### config.mk
export PLATFORM = sky130hd
export DESIGN_NAME = mem_req_rr_arbiter
export DESIGN_NICKNAME = d
export VERILOG_FILES = /design/src/rtl/mem_req_rr_arbiter.sv
export SDC_FILE = /design/constraint.sdc
export NUM_CORES = 1
export LEC_CHECK = 0
export CAP_MARGIN = 20
export CORE_MARGIN = 3
export CORE_UTILIZATION = 42
export CTS_CLUSTER_DIAMETER = 60
export DETAILED_ROUTE_END_ITERATION = 16
export GPL_ROUTABILITY_DRIVEN = 0
export PLACE_DENSITY = 0.84
export RECOVER_POWER = 50
export SYNTH_ARGS = -nofsm -noshare
export SYNTH_HDL_FRONTEND = slang
export SYNTH_SLANG_ARGS = --single-unit
### constraint.sdc
create_clock -name clk -period 7.2 [get_ports clk]
set_input_delay 1.08 -clock clk [delete_from_list [all_inputs] [get_ports clk]]
set_output_delay 1.08 -clock clk [all_outputs]
set_load 0.005 [all_outputs]
### src/rtl/mem_req_rr_arbiter.sv
// Round-robin merge of N_REQ request streams into one registered memory request port,
// with credit-limited issue and one-hot steering of returning responses.
module mem_req_rr_arbiter #(
   parameter int unsigned N_REQ   = 4,
   parameter int unsigned DATA_W  = 32,
   parameter int unsigned ID_W    = 2,
   parameter int unsigned MAX_OUT = 4,
   localparam int unsigned CNT_W  = $clog2(MAX_OUT + 1)
) (
   input  logic                    clk,
   input  logic                    reset_n,
   input  logic [N_REQ-1:0]        req_valid,
   output logic [N_REQ-1:0]        req_ready,
   input  logic [N_REQ*DATA_W-1:0] req_bits,
   output logic                    mem_valid,
   input  logic                    mem_ready,
   output logic [DATA_W-1:0]       mem_bits,
   output logic [ID_W-1:0]         mem_id,
   input  logic                    mem_resp_valid,
   input  logic [ID_W-1:0]         mem_resp_id,
   output logic [N_REQ-1:0]        resp_valid,
   output logic [CNT_W-1:0]        outstanding
);

   logic                 mem_valid_q, mem_valid_d;
   logic [DATA_W-1:0]    mem_bits_q, mem_bits_d;
   logic [ID_W-1:0]      mem_id_q, mem_id_d;
   logic [ID_W-1:0]      last_grant_q, last_grant_d;
   logic [CNT_W-1:0]     cnt_q, cnt_d;

   logic [ID_W:0]        scan_start;
   logic [2*N_REQ-1:0]   req_dbl;
   logic [N_REQ-1:0]     req_rot;
   logic [ID_W-1:0]      rot_off;
   logic [ID_W:0]        grant_sum;
   logic [ID_W-1:0]      grant;
   logic                 any_req;
   logic                 slot_free;
   logic                 credit_ok;
   logic                 load;
   logic                 resp_dec;

   // Rotate the request vector so bit 0 is the lane just after the last grant; the lowest set
   // bit of the rotated vector is then the round-robin winner.
   always_comb begin
      scan_start = {1'b0, last_grant_q} + 1'b1;
      req_dbl    = {req_valid, req_valid} >> scan_start;
      req_rot    = req_dbl[N_REQ-1:0];
      rot_off    = '0;
      for (int i = N_REQ - 1; i >= 0; i--) begin
         if (req_rot[i]) begin
            rot_off = ID_W'(i);
         end
      end
      grant_sum = scan_start + {1'b0, rot_off};
      if (grant_sum >= (ID_W + 1)'(N_REQ)) begin
         grant_sum = grant_sum - (ID_W + 1)'(N_REQ);
      end
      grant = grant_sum[ID_W-1:0];
   end

   // A same-cycle response frees a credit, so a full counter still admits a load.
   always_comb begin
      any_req   = |req_valid;
      slot_free = ~mem_valid_q | mem_ready;
      credit_ok = (cnt_q < CNT_W'(MAX_OUT)) | mem_resp_valid;
      load      = slot_free & credit_ok & any_req;
   end

   always_comb begin
      req_ready = '0;
      if (load) begin
         req_ready[grant] = 1'b1;
      end
   end

   always_comb begin
      resp_valid = '0;
      for (int i = 0; i < N_REQ; i++) begin
         resp_valid[i] = mem_resp_valid & (mem_resp_id == ID_W'(i));
      end
   end

   always_comb begin
      mem_valid_d  = mem_valid_q;
      mem_bits_d   = mem_bits_q;
      mem_id_d     = mem_id_q;
      last_grant_d = last_grant_q;
      if (load) begin
         mem_valid_d  = 1'b1;
         mem_bits_d   = req_bits[grant*DATA_W +: DATA_W];
         mem_id_d     = grant;
         last_grant_d = grant;
      end else if (mem_ready) begin
         mem_valid_d = 1'b0;
      end
   end

   // A response with nothing in flight is ignored rather than wrapping the counter.
   always_comb begin
      resp_dec = mem_resp_valid & (cnt_q != '0);
      cnt_d    = cnt_q;
      unique case ({load, resp_dec})
         2'b10:   cnt_d = cnt_q + 1'b1;
         2'b01:   cnt_d = cnt_q - 1'b1;
         default: cnt_d = cnt_q;
      endcase
   end

   always_ff @(posedge clk or negedge reset_n) begin
      if (!reset_n) begin
         mem_valid_q  <= 1'b0;
         mem_bits_q   <= '0;
         mem_id_q     <= '0;
         last_grant_q <= ID_W'(N_REQ - 1);
         cnt_q        <= '0;
      end else begin
         mem_valid_q  <= mem_valid_d;
         mem_bits_q   <= mem_bits_d;
         mem_id_q     <= mem_id_d;
         last_grant_q <= last_grant_d;
         cnt_q        <= cnt_d;
      end
   end

   assign mem_valid   = mem_valid_q;
   assign mem_bits    = mem_bits_q;
   assign mem_id      = mem_id_q;
   assign outstanding = cnt_q;

   a_no_resp_underflow: assert property (@(posedge clk) disable iff (!reset_n)
      mem_resp_valid |-> (cnt_q != '0));

endmodule
==> impl_metrics.ini <==
[synthesis]
ys_warn_count = 0
synth_area_um2 = 3210
seq_area_frac_synth_pct = 31.2
synth_area_per_cell_um2 = 9.54
ys_seq_elements = 40
ys_dominant_reg_cell = dfrtp_1
synth-edff-count = 0
synth_cells = 337
synth.distinct_cells = 51
synthArstFlopShare_pct = 100
syn_nets = 479

[floorplanning]
die_area_um2 = 8740
io_pins = 184
die_y_um = 93.5
core_area_um2 = 7330
die_w_um = 93.5
start_util_pct = 43.8
num_rows = 31

[worst_setup_path]
r2r-start = last_grant_q[0]
crit_type = in -> out
cp.required_ps = 6120
worstPathMaxFanout = 33
cp_data_arrival_time_ps = 4640
critical-path-top-delay-family = simple AND/OR/NAND/NOR gates
crit_buf_inv = 2
critPathSlowestCell = nand3_2
crit_path_start_kind = primary input
crit_chain = clkdlybuf4s50_1, nor3_1, a311oi_1, a21oi_1, a211oi_1, ha_4, xor2_1, nand3_2, nand2_1, nor3_1, clkdlybuf4s50_1
r2r_slack_ps = 3650
r2r_cells = 9
end_kind = output port
crit-reg2reg-capture = mem_bits[0]
max_stage_delay_ps = 620

[pwr]
ir_drop_v = 0.000312
totalPowerFinal_uw = 2190
sequentialPowerShare_pct = 19.5
p_int_uw = 1160
clockPowerShare_pct = 6.7
cellLeakagePower_uw = 0.00191
swShare_pct = 46.9
power.density_nw_per_um2 = 437
switching_power_uw = 1030
pwr-share-comb_pct = 73.9

[global_route]
grtUsageTotal_pct = 22.9
grt_max_degree = 76
antenna_found_initial = 0
grt_pass1_wl_um = 15900
grt_overflow = 0
first_global_vias = 3229

[detailed_routing]
drtPass1Iterations = 4
vias_per_cell = 5.56
wl_met3_um = 635
vias = 3289
top_layer_used = met4
wl_met2_um = 5260
avgRoutedWirePerCell_um = 17.3
drtIter0Drc = 75
wirelength_um = 10300
drc = 0
wl_met1_um = 4280
postRouteAntennaNets = 0

[min_path]
hold_class = reg -> reg
hp-start = mem_bits[27]
holdPathStages = 2
holdPathEnd = mem_bits[27]

[cells_and_area]
antenna_cells = 0
final_nets = 635
layout-drive-gt1-share_pct = 7.71
area_growth_pct = 55.4
postLayoutCoreUtil_pct = 68.2

[clocking]
hold_buffers = 0
cts_resized = 0
cts.path.max_buffers = 2
clk_latency_ps = 280
clk_pin_slew_ps = 80
cts_made_buffers = 5
h-tree-depth = 2
post_cts_buffers = 0
cts_tree = yes
cts_sinks = 40
cts_root_buf = clkbuf_8

[sta]
worst_pin_slew_ps = 2290
post-route-min-period_ps = 5720
fmax_ghz = 0.175
finalHoldViolCount = 0
slew_viol_final = 41
setup_tns_ps = 0
hold_ws_ps = 471
finClkSkew_ps = 3.78
setup_violations = 0
slew_headroom_pct = -53.0
period_share_pct = 79.5
rsz0062_at_grt = no

[status]
status = complete, but fails checks
violations = max-capacitance violations, max-slew violations

[placement]
dp.final_hpwl_um = 7490
io_buffers = 183

[flow_run]
maxCapViolations = 1
## layout make-up
| cell class | count | area, um^2 |
|---|---|---|
| sequential | 40 | 1000 |
| clock buffer | 6 | 72.6 |
| clock inverter | 1 | 5.00 |
| fill | 603 | 2330 |
| tap | 99 | 124 |
| multi-input combinational | 254 | 1920 |
| timing repair buffer | 186 | 1850 |
| inverter | 6 | 22.5 |
## metal layers
metal / up-vias / GRT usage [%]
met4: 0 / 4.64
met2: 131 / 41.8
met1: 1557 / 28.2
met5: - / 0
li1: 1593 / -
met3: 8 / 3.70
## cells in the final DEF, fill, tap and decap left out, types with 3 or more instances in the layout
master,instances
clkdlybuf4s50_1,159
nor2b_1,46
nand2_1,40
dfrtp_1,38
a221oi_1,32
o31ai_1,23
dlygate4sd3_1,23
and2b_1,18
a2111oi_0,18
a2111oi_2,9
o31ai_2,9
nor2_1,7
nor3_1,7
inv_1,6
a2111oi_1,5
clkbuf_8,5
xor2_1,3
o21ai_0,3
buf_4,3
## worst register-to-register path, delay by kind of cell, from the launching register on
family          cells  cell delay [ps]
flops               1              650
fa+ha+maj           1              230
simple gates        2              690
xor+xnor            1              330
compound gates      5             1510
## flip-flops by register name (all words and copies together) (netlist names)
name / cells
last_grant_q: 2
outstanding: 3
mem_valid: 1
mem_id: 2
mem_bits: 32
## per-stage QoR
stage	worst slack [ps]	std cells	cell area (um^2)
floorplan	3320	337	3210
global placement	1650	585	4920
detailed placement	1520	585	4920
CTS	1500	592	5000
global route	1220	592	5000
finish	1480	592	5000
## worst max-delay path by stage
stage	from	endpoint	slack, ps	cells past startpoint
global placement	req_valid[1]	req_ready[2]	1650	11
global route	req_valid[1]	req_ready[2]	1220	11
detailed placement	req_valid[1]	req_ready[2]	1520	11
CTS	req_valid[1]	req_ready[2]	1500	11
floorplan	req_valid[1]	req_ready[1]	3320	11
finish	req_valid[1]	req_ready[3]	1480	11
## power by group through the flow
stage / registers (uW) / logic (uW) / clock network [uW]
after floorplan: 423 / 1230 / 0
after detailed placement: 433 / 1650 / 0
final: 425 / 1610 / 145
after CTS: 429 / 1660 / 147
after global routing: 441 / 1780 / 156
after global placement: 427 / 1600 / 0
## logic make-up after synthesis
logic type | Yosys count | share of synthesized area, %
flip-flops | 40 | 31.2
buffers and inverters | 43 | 9.81
multiplexers | 2 | 0.778
adder cells (fa/ha/maj) | 4 | 1.79
XOR/XNOR | 5 | 1.36
AND/OR/NAND/NOR | 132 | 23.2
AO/OA/AOI/OAI | 111 | 31.9
## synthesized netlist by cell type (2+ instances only)
cell	instances	area, um^2
a2111oi_0	18	158
xnor2_1	2	17.5
nor3b_1	2	15.0
dlygate4sd1_1	2	17.5
ha_1	3	37.5
a221oi_1	32	280
dfrtp_1	38	951
o31ai_1	23	173
inv_1	6	22.5
o31ai_2	9	113
buf_2	5	25.0
nor2_1	7	26.3
xor2_1	3	26.3
and3b_1	2	17.5
and2b_1	18	135
clkbuf_1	10	37.5
a2111oi_2	9	135
buf_4	5	37.5
dfstp_2	2	52.6
nand2b_1	2	12.5
nand2_1	40	150
o21ai_0	3	15.0
nor3_1	7	35.0
nor2b_1	46	288
buf_6	13	146
a2111oi_1	5	50.1
No activity file was read; power rests on OpenSTA's default activity.
